`src/rtl/pc_sequencer.sv`:
```
// Multicycle MIPS PC/instruction-flow sequencer: FETCH/DECODE/EXEC/MEM/WB with memory timeout trap.
// Optional macro PC_SEQ_ILLEGAL_TRAP_EN: unrecognised opcodes halt with Fault instead of retiring as NOP.
module pc_sequencer #(
    parameter int MEM_TIMEOUT = 16,
    parameter int CNT_W       = 32
) (
    input  logic             Clk,
    input  logic             ReSet_n,
    input  logic [5:0]       Opcode,
    input  logic [5:0]       Funct,
    input  logic             Zero,
    input  logic             IMemReady,
    input  logic             DMemReady,
    output logic             IMemReq,
    output logic             IrWrite,
    output logic             DMemReq,
    output logic             DMemWe,
    output logic             RegWrite,
    output logic             PcWrite,
    output logic [2:0]       Branch,
    output logic             PcSel,
    output logic [CNT_W-1:0] InstrCnt,
    output logic             Fault,
    output logic [2:0]       State
);

    typedef enum logic [2:0] {
        S_IDLE   = 3'd0,
        S_FETCH  = 3'd1,
        S_DECODE = 3'd2,
        S_EXEC   = 3'd3,
        S_MEM    = 3'd4,
        S_WB     = 3'd5,
        S_HALT   = 3'd6
    } state_t;

    localparam logic [5:0] OP_RTYPE = 6'h00;
    localparam logic [5:0] OP_J     = 6'h02;
    localparam logic [5:0] OP_JAL   = 6'h03;
    localparam logic [5:0] OP_BEQ   = 6'h04;
    localparam logic [5:0] OP_ADDIU = 6'h09;
    localparam logic [5:0] OP_ORI   = 6'h0D;
    localparam logic [5:0] OP_LUI   = 6'h0F;
    localparam logic [5:0] OP_LW    = 6'h23;
    localparam logic [5:0] OP_SW    = 6'h2B;
    localparam logic [5:0] FN_JR    = 6'h08;

    localparam logic [2:0] BR_SEQ  = 3'b000;
    localparam logic [2:0] BR_JUMP = 3'b011;
    localparam logic [2:0] BR_JR   = 3'b111;

    // Last wait index before timeout; ready on this cycle still wins.
    localparam logic [7:0] WAIT_LAST = 8'(MEM_TIMEOUT - 1);

    state_t           state_reg, state_next;
    logic [7:0]       wait_reg, wait_next;
    logic [CNT_W-1:0] cnt_reg;
    logic             fault_reg;
    logic             fault_set;

    logic is_rtype, is_jr, is_wb_op, is_mem_op, is_sw;

    assign is_rtype  = (Opcode == OP_RTYPE);
    assign is_jr     = is_rtype && (Funct == FN_JR);
    assign is_wb_op  = (is_rtype && !is_jr) || (Opcode == OP_ADDIU) || (Opcode == OP_ORI)
                     || (Opcode == OP_LUI) || (Opcode == OP_JAL);
    assign is_mem_op = (Opcode == OP_LW) || (Opcode == OP_SW);
    assign is_sw     = (Opcode == OP_SW);

    always_comb begin
        state_next = state_reg;
        wait_next  = 8'd0;
        fault_set  = 1'b0;
        IMemReq    = 1'b0;
        IrWrite    = 1'b0;
        DMemReq    = 1'b0;
        DMemWe     = 1'b0;
        RegWrite   = 1'b0;
        PcWrite    = 1'b0;
        Branch     = BR_SEQ;
        PcSel      = 1'b0;
        case (state_reg)
            S_IDLE:   state_next = S_FETCH;
            S_FETCH: begin
                IMemReq = 1'b1;
                if (IMemReady) begin
                    IrWrite    = 1'b1;
                    state_next = S_DECODE;
                end else if (wait_reg == WAIT_LAST) begin
                    fault_set  = 1'b1;
                    state_next = S_HALT;
                end else begin
                    wait_next = wait_reg + 8'd1;
                end
            end
            S_DECODE: state_next = S_EXEC;
            S_EXEC: begin
                if (is_jr) begin
                    PcWrite    = 1'b1;
                    Branch     = BR_JR;
                    state_next = S_FETCH;
                end else if (is_wb_op) begin
                    state_next = S_WB;
                end else if (is_mem_op) begin
                    state_next = S_MEM;
                end else if (Opcode == OP_BEQ) begin
                    PcWrite    = 1'b1;
                    PcSel      = Zero;
                    state_next = S_FETCH;
                end else if (Opcode == OP_J) begin
                    PcWrite    = 1'b1;
                    Branch     = BR_JUMP;
                    state_next = S_FETCH;
                end else begin
`ifdef PC_SEQ_ILLEGAL_TRAP_EN
                    fault_set  = 1'b1;
                    state_next = S_HALT;
`else
                    PcWrite    = 1'b1;
                    state_next = S_FETCH;
`endif
                end
            end
            S_MEM: begin
                DMemReq = 1'b1;
                DMemWe  = is_sw;
                if (DMemReady) begin
                    if (is_sw) begin
                        PcWrite    = 1'b1;
                        state_next = S_FETCH;
                    end else begin
                        state_next = S_WB;
                    end
                end else if (wait_reg == WAIT_LAST) begin
                    fault_set  = 1'b1;
                    state_next = S_HALT;
                end else begin
                    wait_next = wait_reg + 8'd1;
                end
            end
            S_WB: begin
                RegWrite   = 1'b1;
                PcWrite    = 1'b1;
                Branch     = (Opcode == OP_JAL) ? BR_JUMP : BR_SEQ;
                state_next = S_FETCH;
            end
            S_HALT:   state_next = S_HALT;
            default:  state_next = S_IDLE;
        endcase
    end

    always_ff @(posedge Clk or negedge ReSet_n) begin
        if (!ReSet_n) begin
            state_reg <= S_IDLE;
            wait_reg  <= 8'd0;
            cnt_reg   <= '0;
            fault_reg <= 1'b0;
        end else begin
            state_reg <= state_next;
            wait_reg  <= wait_next;
            if (PcWrite)
                cnt_reg <= cnt_reg + CNT_W'(1);
            if (fault_set)
                fault_reg <= 1'b1;
        end
    end

    assign InstrCnt = cnt_reg;
    assign Fault    = fault_reg;
    assign State    = state_reg;

endmodule

```
`config.mk`:
```
export PLATFORM = sky130hd
export DESIGN_NAME = pc_sequencer
export DESIGN_NICKNAME = d
export VERILOG_FILES = /design/src/rtl/pc_sequencer.sv
export SDC_FILE = /design/constraint.sdc
export NUM_CORES = 1
export LEC_CHECK = 0
export BUFFER_PORTS_ARGS = -buffer_cell sky130_fd_sc_hd__buf_2
export CAP_MARGIN = 10
export CORE_MARGIN = 3
export CORE_UTILIZATION = 37
export DETAILED_ROUTE_END_ITERATION = 10
export PLACE_DENSITY = 0.58
export SYNTH_ARGS = -nofsm -noshare
export SYNTH_HDL_FRONTEND = slang
export SYNTH_SLANG_ARGS = --single-unit
export TNS_END_PERCENT = 30
```
`constraint.sdc`:
```
create_clock -name Clk -period 2 [get_ports Clk]
set_input_delay 0 -clock Clk [delete_from_list [all_inputs] [get_ports Clk]]
set_output_delay 0 -clock Clk [all_outputs]
set_load 0.02 [all_outputs]
```
**Word level (Yosys, flattened, before mapping)**

Cells that the tools add are included.

- Muxes and demuxes: 40
- $add $sub $neg: 2
- Reductions and logical operators: 11
- Equal/unequal tests: 16

Operators by type and width:

| cell | number |
|---|---|
| $add A32 B1 Y32 const B | 1 |
| $eq A6 B4 Y1 const B | 4 |
| $mux W3 | 8 |
| $mux W8 | 3 |
| $mux W1 | 19 |
| $pmux W3 S6 | 1 |
| $pmux W8 S2 | 1 |
| $eq A6 B2 Y1 const B | 2 |
| $eq A6 B6 Y1 const B | 2 |
| $mux W2 | 5 |
| $eq A3 B3 Y1 const B | 3 |
| $add A8 B1 Y8 const B | 1 |
| $eq A8 B4 Y1 const B | 1 |
| $eq A3 B2 Y1 const B | 2 |
| $eq A6 B3 Y1 const B | 1 |
| $logic_not A6 Y1 | 1 |
| $pmux W3 S2 | 1 |
| $logic_or A1 B1 Y1 | 5 |
| $eq A3 B1 Y1 const B | 1 |
| $logic_not A3 Y1 | 1 |
| $pmux W1 S3 | 1 |
| $logic_and A1 B1 Y1 | 2 |
| $pmux W1 S2 | 1 |
| $reduce_or A2 Y1 | 1 |
| $logic_not A1 Y1 | 1 |

- Word-level logic and storage cells: 73
- Bits in registers: 44

**Depth between registers and ports, before layout**

Gate-level depths: netlist of run 1.

- Depth in word-level cells: 11
- Gate-level depth with buffers: 6
- Mapped depth without buffers: 6

**Worst setup path before layout of run 1**

OpenSTA, ideal clock, no wires.

- Path kind: register to register
- From: reg state_reg[2] (netlist: State[2])
- To: reg cnt_reg[19] (netlist: InstrCnt[19])
- Data required time: 1.870 ns
- Cell stages (with the launch flop): 7
- Path slack: -0.024 ns
- Data arrival time: 1.894 ns
- Clock period less this slack: 2.024 ns
- Path through: dfrtp_1 -> nor3b_2 -> nand2_1 -> o21bai_1 -> clkbuf_1 -> o2111ai_1 -> xnor2_1

- Cells in the longest elaborated chain, start to end: 2
- Elaborated cells between the ends (all ways): 4
- Classes of those cells: eq/ne (3); mux (1)

Ends and longest elaborated chain:

| what | line | RTL |
|---|---|---|
| start, declared | 55 | `state_t state_reg, state_next;` |
| start signal, assigned | 159 | `state_reg <= state_next;` |
| $eq A3 B3 Y1 or $eq A3 B2 Y1 (tied branches) | 82 | `case (state_reg)` |
| $pmux W1 S3 (*) | 82 |  |
| end signal, assigned | 162 | `cnt_reg <= cnt_reg + CNT_W'(1);` |
| end, declared | 57 | `logic [CNT_W-1:0] cnt_reg;` |

Mark *: on every way between the ends. The rest lies on a longest branch, timed or not.
A chain may end at the register's enable or synchronous reset.

**Final worst setup path of run 1**

- From: reg cnt_reg[12] (netlist: InstrCnt[12])
- To: reg cnt_reg[31] (netlist: InstrCnt[31])

- Cells in the longest elaborated chain, start to end: 1

Ends and longest elaborated chain:

| what | line |
|---|---|
| $add A32 B1 Y32 | 162 |

Every way passes these cells.

==> results.md, run 1 <==
- The setup TNS after final layout is 0 ns.
- The number of placed cells counting well taps is 378.
- The cell depth of the worst flop-to-flop path is 5.
- After detailed routing, the average wire length per cell comes to 14.28 µm.
- The number of placed I/O pins is 63.
- The starting density of the core is about two fifths.
- The share of the synthesized area in the top cell type is a little under half.
- The clock period minus final worst setup slack is about 1.8 ns.
- Data arrives at the worst endpoint at just over 2 ns.
- Based on the critical path, the design can be clocked at up to roughly 540 MHz.
- The violation count after the first detailed-routing iteration is 93.
- The reg-to-reg setup timing slack is 0.15 ns.
- Setup repair after global routing left no endpoint under its margin.
- Buffers added to address setup during post-CTS repair amount to 0.
- The count of flip-flops with a built-in enable after synthesis is 0.
- The first TritonRoute pass finished after 4 iterations.
- The area growth from synthesis to layout is 25.90%.
- The layout has around 600 filler cells.
- The worst setup skew after layout is approximately 0.013 ns.
- The top flip-flop cell by instance count after synthesis is dfrtp_1.
- The warning count from the yosys run is 0.
- Clock tree synthesis inserted a total of 5 buffers.
- The number of remaining DRC errors is 0.
- The clock passes through at most 2 buffers.
- The first global-routing pass estimated 9211 µm of wire.
- The type of the worst setup path is flip-flop to flip-flop.
- In the final layout, the share of cells above drive strength 1 is 32.80%.
- The tree is rooted in a clkbuf_8.
- The multi-input combinational cells in the finished layout cover a total of 1222 µm².
- The finished layout holds approximately 390 standard cells, fillers aside.
- The startpoint type of the worst setup path is a flip-flop.
- The die area is 7463 µm².
- In this run the worst hold path is classified as input pin to flip-flop.
- The synthesized design contains 44 register bits.
- Each instance of the synthesized netlist takes up on average 10.26 µm².
- The register area is around 1100 µm².
- Wires add up to approximately 5500 µm.
- The number of instances on the worst hold path is 3.
- Measured against its own limit, the worst slew margin works out to approximately three fifths.
- The endpoint of the most critical register-to-register path is InstrCnt[31]$_DFFE_PN0P_.
- In this run the cell area of the synthesized design comes to approximately 2400 µm².
- The cell accounting for the most synthesized area is dfrtp_1.
- The total routing usage reported by global routing is between 10% and 20%.
- The startpoint of the tightest hold check path is IMemReady.
- Yosys attributes the largest share of cell area to dfrtp_1, xnor2_1, o2111ai_1.
- At the worst endpoint, the required time is 2.22 ns.
- The initial antenna violation count was 0.
- In the routed layout, each cell is associated on average with a via count of roughly 5.2.
- The synthesized netlist contains 48 unique library cells.
- For this design the ratio of total power to cell area is between 800 and 900 nW/µm².
- The core region is just over 6000 µm².
- The actual transition at the worst max-transition pin is ~0.57 ns.
- The final hold violation count was 0.
- The number of slew-limit violations in the final report is 0.
- The final critical path takes up 92.50% of the cycle.
- After technology mapping, the gate count stands at between 200 and 250.
- Input and output buffers added on the ports amount to 62.
- The fraction of the yosys area taken by sequential cells is between 40% and 50%.
- The die is about 86 µm tall.
- The worst vdd rail ir drop is 0.6075 mV.
- After clock tree synthesis, the clock-pin slew on the worst setup and hold paths is roughly 0.080 ns.
- The TritonCTS clock tree is yes.
- The source-to-sink clock delay at the later pin of the worst-skew pair is approximately 0.30 ns.
- The count of clock tree sinks is between 40 and 50.
- The critical register-to-register path startpoint is InstrCnt[12]$_DFFE_PN0P_.
- Max-cap violations in this run came to 0.
- The final layout contains between 300 and 400 nets.
- The residual antenna-violating net count after detailed routing is 0.
- The number of global-route vias before repair is 1909.
- Entering global routing, the biggest net connects 25 pins.
- The biggest fanout along the worst timing path is 6.
- Counting every net in the synthesized netlist gives 252.
- The congestion estimate from routability-driven global placement came to 0.7295.
- The global route total overflow is 0.
- The number of inserted diodes is 0.
- The commonest cells after synthesis are dfrtp_1, xnor2_1, nor2_1.
- The most repeated cell in the gate-level netlist after synthesis is dfrtp_1.
- The critical path endpoint category is a flip-flop.
- The die boundary width is between 80 and 90 µm.
- The number of flip-flops in the largest register is 32.
- The async set or reset register ratio after synthesis is between 90% and 100%.
- The placed wire-length estimate is 4114 µm.
- Setup violations remaining at the end of the flow were counted as 0.
- The worst hold endpoint is State[2]$_DFF_PN0_.
- The floorplan row count is 28.
- The run finished with clean final reports.
- The CTS H-tree depth is 2.
- The cell leakage power is 1.449 nW.
- The final route contains about 2000 vias.
[layout make-up]
cell class,count,area share [%]
Sequential cell,44,36.62
Multi-Input combinational cell,174,40.61
Inverter,6,0.7481
Timing Repair Buffer,80,15.71
Tap cell,75,3.117
Clock buffer,7,3.200
[report_power, final]
part | internal (mW) | total, mW | switching, mW
clock network | 0.308 | 0.592 | 0.284
registers | 0.983 | 1.09 | 0.110
logic | 0.375 | 0.955 | 0.580
total | 1.67 | 2.64 | 0.974
[critical path, stage by stage, from the launching register on]
cell,delay (ns)
dfrtp_1,0.44
and4_1,0.23
nor3b_1,0.27
nand4_1,0.30
a211oi_1,0.38
xor2_1,0.17
[worst max-delay path by stage]
| stage | cells past startpoint | slack (ns) | to | from |
|---|---|---|---|---|
| final | 5 | 0.15 | InstrCnt[31]$_DFFE_PN0P_ | InstrCnt[12]$_DFFE_PN0P_ |
| after global routing | 5 | 0.002 | InstrCnt[31]$_DFFE_PN0P_ | InstrCnt[12]$_DFFE_PN0P_ |
| after CTS | 4 | 0.07 | PcWrite | State[1]$_DFF_PN0_ |
| after detailed placement | 4 | 0.14 | InstrCnt[1]$_DFFE_PN0P_ | State[1]$_DFF_PN0_ |
| after global placement | 4 | 0.10 | InstrCnt[1]$_DFFE_PN0P_ | State[1]$_DFF_PN0_ |
| after floorplan | 6 | 0.0004 | InstrCnt[29]$_DFFE_PN0P_ | State[1]$_DFF_PN0_ |
[routing by layer]
layer	global-route usage, %	share of wire [%]
met1	22.03	50
met2	23.23	44
met3	3.802	5.4
met4	5.099	1.0
met5	0	0
[cells by family (layout without fill, tap and decap cells)]
group | Yosys count | count (layout) | share of synthesized area, %
muxes | 1 | 1 | 0.4709
DFF | 44 | 44 | 46.05
adders and majority gates | 2 | 2 | 1.046
AOI/OAI and AO/OA | 46 | 46 | 15.38
and+or+nand+nor | 87 | 87 | 19.89
buffers and inverters | 15 | 93 | 3.244
xor gates and xnor gates | 38 | 38 | 13.92
[timing repair]
item / CTS / global route
endpoints found under the setup margin: 0 / 3
hold endpoints to repair: 22 / 0
hold buffers: 1 / 0
resized for setup: 0 / 2
[placed cells by master (no fill, tap or decap), types with 2 or more instances in the layout]
master | netlist | layout
nor4_1 | 3 | 3
o21ai_1 | 5 | 5
xnor2_1 | 27 | 27
buf_2 | 2 | 62
nand2b_1 | 2 | 2
nor3b_1 | 4 | 4
or2_2 | 2 | 2
a211oi_1 | 5 | 5
a21oi_1 | 6 | 6
o2111ai_1 | 12 | 12
nand2_1 | 14 | 14
ha_1 | 2 | 2
and3_1 | 6 | 6
o21ai_0 | 3 | 3
nor2b_1 | 5 | 5
and2_1 | 2 | 2
nor3_1 | 3 | 3
clkbuf_8 | 0 | 7
xor2_1 | 11 | 11
buf_12 | 0 | 2
nand4_1 | 5 | 5
nor2_1 | 20 | 20
and4_1 | 2 | 2
nand3_1 | 10 | 10
inv_1 | 6 | 6
dfrtp_1 | 44 | 43
o211ai_2 | 5 | 5
buf_4 | 1 | 15
[per-stage QoR]
| step | hold WS [ns] | utilization [%] | setup WS, ns | instance area [µm²] | total power, mW |
|---|---|---|---|---|---|
| after floorplan | -0.2956 | - | 0.0003990 | 2397 | 1.712 |
| after global placement | 0.03068 | 47.62 | 0.1016 | 2903 | 2.063 |
| after detailed placement | 0.03373 | 47.62 | 0.1417 | 2903 | 2.065 |
| after CTS | 0.03705 | 49.36 | 0.07095 | 3009 | 2.676 |
| after global routing | 0.07221 | 49.38 | 0.002194 | 3010 | 2.819 |
| final | 0.04906 | 49.38 | 0.1501 | 3010 | 2.640 |
No activity file was read; power rests on OpenSTA's default activity.
==> run 2, diff against run 1 <==
Settings changed: CAP_MARGIN 10 to default, PLACE_DENSITY 0.58 to 0.67.
==> run 2 against run 1 <==
  * Worst hold slack better by 0.00075 ns
  * Non-clock buffer count down 5
  * Cell count down 1.0%
  * Via count about the same
  * Core utilization down 0.33 points
  * Maximum frequency up 1.3%
  * Sequential cell count unchanged
  * Register-to-register slack better by 0.02 ns
  * Critical path depth unchanged
  * Clock power up 14%
  * Wire length down 0.25%
  * Critical endpoint unchanged
  * Largest cell class unchanged
==> results.md, run 2 (synthesis results as in run 1) <==
- The number of flip-flops in the largest register is 32.
- The final hold violation count is 0.
- TritonCTS built the clock tree.
- The H-tree generated during clock tree synthesis spans 2 levels.
- The worst setup path is captured at a flip-flop.
- The number of buffers inserted during clock tree synthesis is 5.
- The worst path uses about nine tenths of the clock period.
- The largest net degree at the start of global routing is between 40 and 50.
- The first detailed-routing pass took 4 iterations.
- The worst vdd rail ir drop is 0.3652 mV.
- The clock passes through at most 2 buffers.
- The number of remaining DRC errors is 0.
- The worst setup skew after layout is roughly 0.0065 ns.
- After clock tree synthesis, the clock-pin slew on the worst setup and hold paths is 0.08 ns.
- The global routing usage on met1 is 19.90%.
- The worst path in the final design needs a cycle of about 1.8 ns, including I/O delays and setup.
- The share of cells above drive strength 1 is a little under a third.
- The leading cell type in the layout, fill and taps excluded is buf_2.
- The power per standard cell area is between 900 and 1000 nW/µm².
- The path with the worst hold slack has its endpoint at State[2]$_DFF_PN0_.
- The initial antenna violation count is 0.
- The violation count after the first detailed-routing iteration is 69.
- The core region is 6096 µm².
- The number of global-route vias before repair is 1914.
- The number of instances on the worst hold path is 3.
- Counting every sink on the clock net gives 44.
- The cell leakage power is roughly 1.4 nW.
- Setup repair after global routing could not meet its margin everywhere.
- The met2 routing resource usage after global routing is 25.03%.
- The tree is rooted in a clkbuf_8.
- The maximum frequency from static timing analysis is roughly 550 MHz.
- The reg-to-reg setup timing slack is about 0.17 ns.
- The congestion estimate from routability-driven global placement came to 0.7804.
- The number of slew-limit violations in the final report came to 0.
- The placed wire-length estimate is 4108 µm.
- The relative slew slack is a little over three fifths.
- The port buffer count is 62.
- 0 antenna diodes ended up in the layout.
- The biggest fanout along the worst timing path is 6.
- The post-detailed-route via-to-cell ratio is 5.246.
- The startpoint type of the worst setup path is a flip-flop.
- The startpoint of the tightest hold check path is IMemReady.
- The count of nets left with antenna violations once routing finished came out at 0.
- Global routing used 3.612% of the available met3 tracks.
- In the global route stage, overall resource usage came out at roughly 15%.
- The run finished with clean final reports.
- Detailed routing inserted a total of between 2000 and 2500 vias.
- The final layout contains around 330 nets.
- The die area is roughly 7500 µm².
- The global route total overflow is 0.
- After detailed routing, the average wire length per cell comes to 14.39 µm.
- The area growth from synthesis to layout is 25.07%.
- The layer with the highest usage after global routing is met2.
- The tightest hold margin is around 0.05 ns.
- The startpoint identified for the worst register-to-register timing path is InstrCnt[12]$_DFFE_PN0P_.
- In this run the critical register-to-register path is captured at InstrCnt[31]$_DFFE_PN0P_.
- The first-pass GRT wire length is 9080 µm.
- The path type of the worst min-delay path is input pin to flip-flop.
- In the layout the commonest cells are buf_2, dfrtp_1, xnor2_1.
- For the pin with the worst max-slew slack, the measured transition is between 0.5 and 0.6 ns.
- The type of the worst setup path is flip-flop to flip-flop.
- The signal arrival time at the worst endpoint is a little over 2 ns.
- The floorplan step set the die height to between 80 and 90 µm.
- Max-cap violations in this run came to 0.
- The final number of setup-violating endpoints is 0.
- Measured along the x axis, the die boundary spans 86.39 µm.
- Data on the critical path is required at its endpoint by between 2 and 2.5 ns.
- The source-to-sink clock delay at the later pin of the worst-skew pair is 0.29 ns.
- 63 I/O pins were placed.
- The cell depth of the worst flop-to-flop path is 5.
- The overall power is 2.706 mW.
- The starting density of the core is 39.22%.
- The floorplan row count is 28.
- After detailed routing, the total wire length is 5498 µm.
==> run 2: per-layer routing <==
metal | vias to the layer above | share of wire, %
met1 | 954 | 44
met2 | 50 | 50
li1 | 993 | -
met3 | 7 | 5.7
met5 | - | 0
met4 | 0 | 0.89
==> run 2: final cells by class <==
type	count	area, µm²
fill	594	3105
timing repair buffer	75	435.4
clock inverter	2	35.03
tap	75	93.84
inverter	6	22.52
clock buffer	6	72.57
multi-input combinational	174	1229
sequential	44	1102
==> run 2: worst max path at each step <==
| stage | slack [ns] | to | depth (start not counted) | from |
|---|---|---|---|---|
| finish | 0.17 | InstrCnt[31]$_DFFE_PN0P_ | 5 | InstrCnt[12]$_DFFE_PN0P_ |
| floorplan | 0.0004 | InstrCnt[29]$_DFFE_PN0P_ | 6 | State[1]$_DFF_PN0_ |
| global placement | 0.14 | InstrCnt[1]$_DFFE_PN0P_ | 4 | State[1]$_DFF_PN0_ |
| detailed placement | 0.11 | InstrCnt[1]$_DFFE_PN0P_ | 4 | State[1]$_DFF_PN0_ |
| CTS | 0.04 | PcWrite | 4 | State[1]$_DFF_PN0_ |
| global route | -0.05 | InstrCnt[31]$_DFFE_PN0P_ | 5 | InstrCnt[12]$_DFFE_PN0P_ |
==> run 2: critical path: stages, from the launching register on <==
cell and delay [ns]:
dfrtp_1 0.45, and4_1 0.23, nor3b_1 0.29, nand4_1 0.28
a211oi_1 0.34, xor2_1 0.16
==> run 2: stage by stage <==
step                setup TNS (ns)  std cells  setup slack [ns]  instance area [µm²]  util (%)
floorplan                        0        233         0.0003990                 2397         -
global placement                 0        372            0.1415                 2858     46.88
detailed placement               0        372            0.1070                 2858     46.88
CTS                              0        381           0.03760                 2975     48.81
global route              -0.08642        382          -0.05107                 2990     49.06
finish                           0        382            0.1744                 2990     49.06
==> run 2: timing repair <==
item | 4_1_cts | 5_1_grt
resized for setup | 0 | 3
endpoints found under the hold margin | 44 | 0
setup buffers | 0 | 1
setup endpoints to repair | 0 | 8
hold buffers | 1 | 0
==> run 2: power by group <==
group / total [mW] / switching (mW) / internal [mW]
sequential: 1.09 / 0.111 / 0.983
combinational: 0.937 / 0.574 / 0.363
clock: 0.676 / 0.305 / 0.371
total: 2.71 / 0.989 / 1.72
==> run 3, diff against run 2 <==
Settings changed: RECOVER_POWER from default to 25.
==> run 3 against run 2 <==
  * Combinational power about the same
  * Non-clock buffer count did not move
  * Largest cell class unchanged
  * Highest routed layer unchanged
  * Sequential power about the same
  * Clock skew did not move
==> results.md, run 3 (synthesis results as in run 1) <==
- The flow ran to the end, and the final reports show no timing, DRC or antenna violations.
- 63 I/O pins were placed.
- The die covers ~7500 µm².
- The number of slew-limit violations in the final report is 0.
- In the routed design, unresolved DRC markers number 0.
- Hold timing on the final database bottoms out at a slack of ~0.05 ns.
- The worst setup path is captured at a flip-flop.
- The total routing usage reported by global routing is between 10% and 20%.
- The most critical setup path has its endpoint at InstrCnt[31]$_DFFE_PN0P_.
- Traced cell by cell, the critical path runs through and4_1, nor3b_1, nand4_1, a211oi_1, xor2_1.
- The number of flip-flops in the largest register is 32.
- For this design, the sink count on the clock tree is 44.
- Measured along the y axis, the die boundary spans between 80 and 90 µm.
- Total power for the finished layout comes to between 2 and 3 mW.
- The number of buffers inserted during clock tree synthesis is 5.
- The worst path setup slack after routing is 0.1744 ns.
- The first-pass GRT wire length is 9080 µm.
- Clock-pin slew was measured on the worst setup and hold paths at roughly 0.08 ns.
- Setup repair after global routing could not meet its margin everywhere.
- Measured against its own limit, the worst slew margin works out to between 20 and 30%.
- Counting both buffers and inverters, the worst setup path holds a total of 0.
- The part of the cycle the worst path needs is approximately 90%.
- Dividing the detail-routed via count by the number of cells gives 5.246.
- Once placement finished, the instance area stood at around 2900 µm².
- The floorplan row count is 28.
- The library cells used most frequently in the layout, excluding fill and tap cells, are buf_2, dfrtp_1, xnor2_1.
- The pre-CTS setup slack is around 0.11 ns.
- The power per standard cell area is ~910 nW/µm².
- The endpoint of the most critical register-to-register path is InstrCnt[31]$_DFFE_PN0P_.
- The global route total overflow is 0.
- The library cell used as clock root buffer is clkbuf_8.
- The number of antenna diodes in the final layout is 0.
- The fraction of the core area covered by cells at the end of the flow is 49.01%.
- The placer's final routability congestion estimate is about 0.78.
- The CTS H-tree depth is 2.
- The cell leakage power is about 1.4 nW.
- The initial antenna violation count is 0.
- The area growth from synthesis to layout is 24.96%.
- Across the whole layout, storage elements account for between 1000 and 1500 µm².
- The initial utilization of the core area, before any placement, comes to approximately two fifths.
- The instance count on the critical path is 5.
- The final design area excluding fillers is about 3000 µm².
- STA puts the critical path data required time at 2.22 ns.
- Clock skew on the completed layout was measured at ~0.0065 ns.
- The final number of setup-violating endpoints is 0.
- The worst register-to-register path has a setup slack of roughly 0.17 ns.
- The detailed router finished its first iteration with between 60 and 70 violations.
- For this run, the top clock speed supported by timing is approximately 550 MHz.
- The worst setup path startpoint is InstrCnt[12]$_DFFE_PN0P_.
- The largest net degree at the start of global routing is 45.
- The clock period minus final worst setup slack is between 1.5 and 2 ns.
- The multi-input logic area is roughly 1200 µm².
- The library cell used most frequently in the layout, excluding fill and tap cells, is buf_2.
- The startpoint type of the worst setup path is a flip-flop.
- Measured in cells, the most critical reg-to-reg path has a length of 5.
- The number of instances on the worst hold path is 3.
- The source-to-sink clock delay at the later pin of the worst-skew pair is 0.29 ns.
- The largest buffer count on any clock path is 2.
- The path class of the tightest hold or removal check is input pin to flip-flop.
- The final-stage net count is ~330.
- The worst vdd rail ir drop is approximately 0.37 mV.
- The core region is approximately 6000 µm².
- The post-detailed-routing wire length is roughly 5500 µm.
- Across the run, the number of max-cap violations was 0.
- The count of fill cells added during filler insertion is approximately 600.
- The worst stage delay on the critical path is between 0.4 and 0.5 ns.
- The critical register-to-register path startpoint is InstrCnt[12]$_DFFE_PN0P_.
- The wire length per cell after detailed routing is 14.39 µm.
- The type of the worst setup path is flip-flop to flip-flop.
- The actual transition at the worst max-transition pin is around 1.1 ns.
- The share of cells above drive strength 1 is around a third.
- The residual antenna-violating net count after detailed routing is 0.
- The first-pass iteration count of the detailed router is 4.
- The total number of vias is 2004.
- TritonCTS built the clock tree.
- The cell with the largest stage delay on the worst path is dfrtp_1.
- The die boundary width is 86.39 µm.
- The cell family with the largest share of critical-path delay is simple AND/OR/NAND/NOR gates.
- The port buffer count is between 60 and 70.
- The final hold violation count came to 0.
- The placed wire-length estimate is ~4100 µm.
- The number of global-route vias before repair is about 1900.
- The signal arrival time at the worst endpoint is around 2.1 ns.
- The biggest fanout along the worst timing path is 6.
==> run 3: per-layer routing <==
layer | wire length, µm | up-vias | global-route usage [%]
li1 | - | 993 | -
met1 | 2406 | 954 | 19.90
met2 | 2729 | 50 | 25.03
met3 | 312 | 7 | 3.612
met4 | 49 | 0 | 3.824
met5 | 0 | - | 0
==> run 3: final cells by class <==
class,count,share of cell area [%]
multi-input combinational,174,41.12
sequential,44,36.89
inverter,6,0.7538
timing repair buffer,75,14.49
clock inverter,2,1.173
clock buffer,6,2.429
tap,75,3.141
==> run 3: how the worst min path moves through the flow <==
stage                   start                  endpoint  slack (ns)
global placement      ReSet_n  InstrCnt[29]$_DFFE_PN0P_        0.11
floorplan             ReSet_n         Fault$_DFFE_PN0P_       -0.30
detailed placement    ReSet_n  InstrCnt[29]$_DFFE_PN0P_        0.12
CTS                 IMemReady        State[2]$_DFF_PN0_        0.04
global route        IMemReady        State[2]$_DFF_PN0_        0.07
finish              IMemReady        State[2]$_DFF_PN0_        0.05
==> run 3: what timing repair did <==
action / in CTS / in global routing
endpoints found under the hold margin: 44 / 0
buffers inserted: 0 / 1
endpoints found under the setup margin: 0 / 8
hold buffers: 1 / 0
gates resized for setup: 0 / 3
==> run 3: report_power, final <==
group	total [mW]	switching, mW	internal (mW)
Combinational	0.936	0.574	0.362
Sequential	1.09	0.111	0.983
Clock	0.676	0.305	0.371
Total	2.71	0.989	1.72
==> run 3: metrics by stage <==
stage / std cells / setup TNS [ns]
final: 382 / 0
after global routing: 382 / -0.08642
after CTS: 381 / 0
after detailed placement: 372 / 0
after global placement: 372 / 0
after floorplan: 233 / 0
==> run 3: worst reg2reg max path: stages, from the launching register on <==
cell and delay (ns):
dfrtp_1 0.45, and4_1 0.23, nor3b_1 0.29, nand4_1 0.28, a211oi_1 0.34, xor2_1 0.16
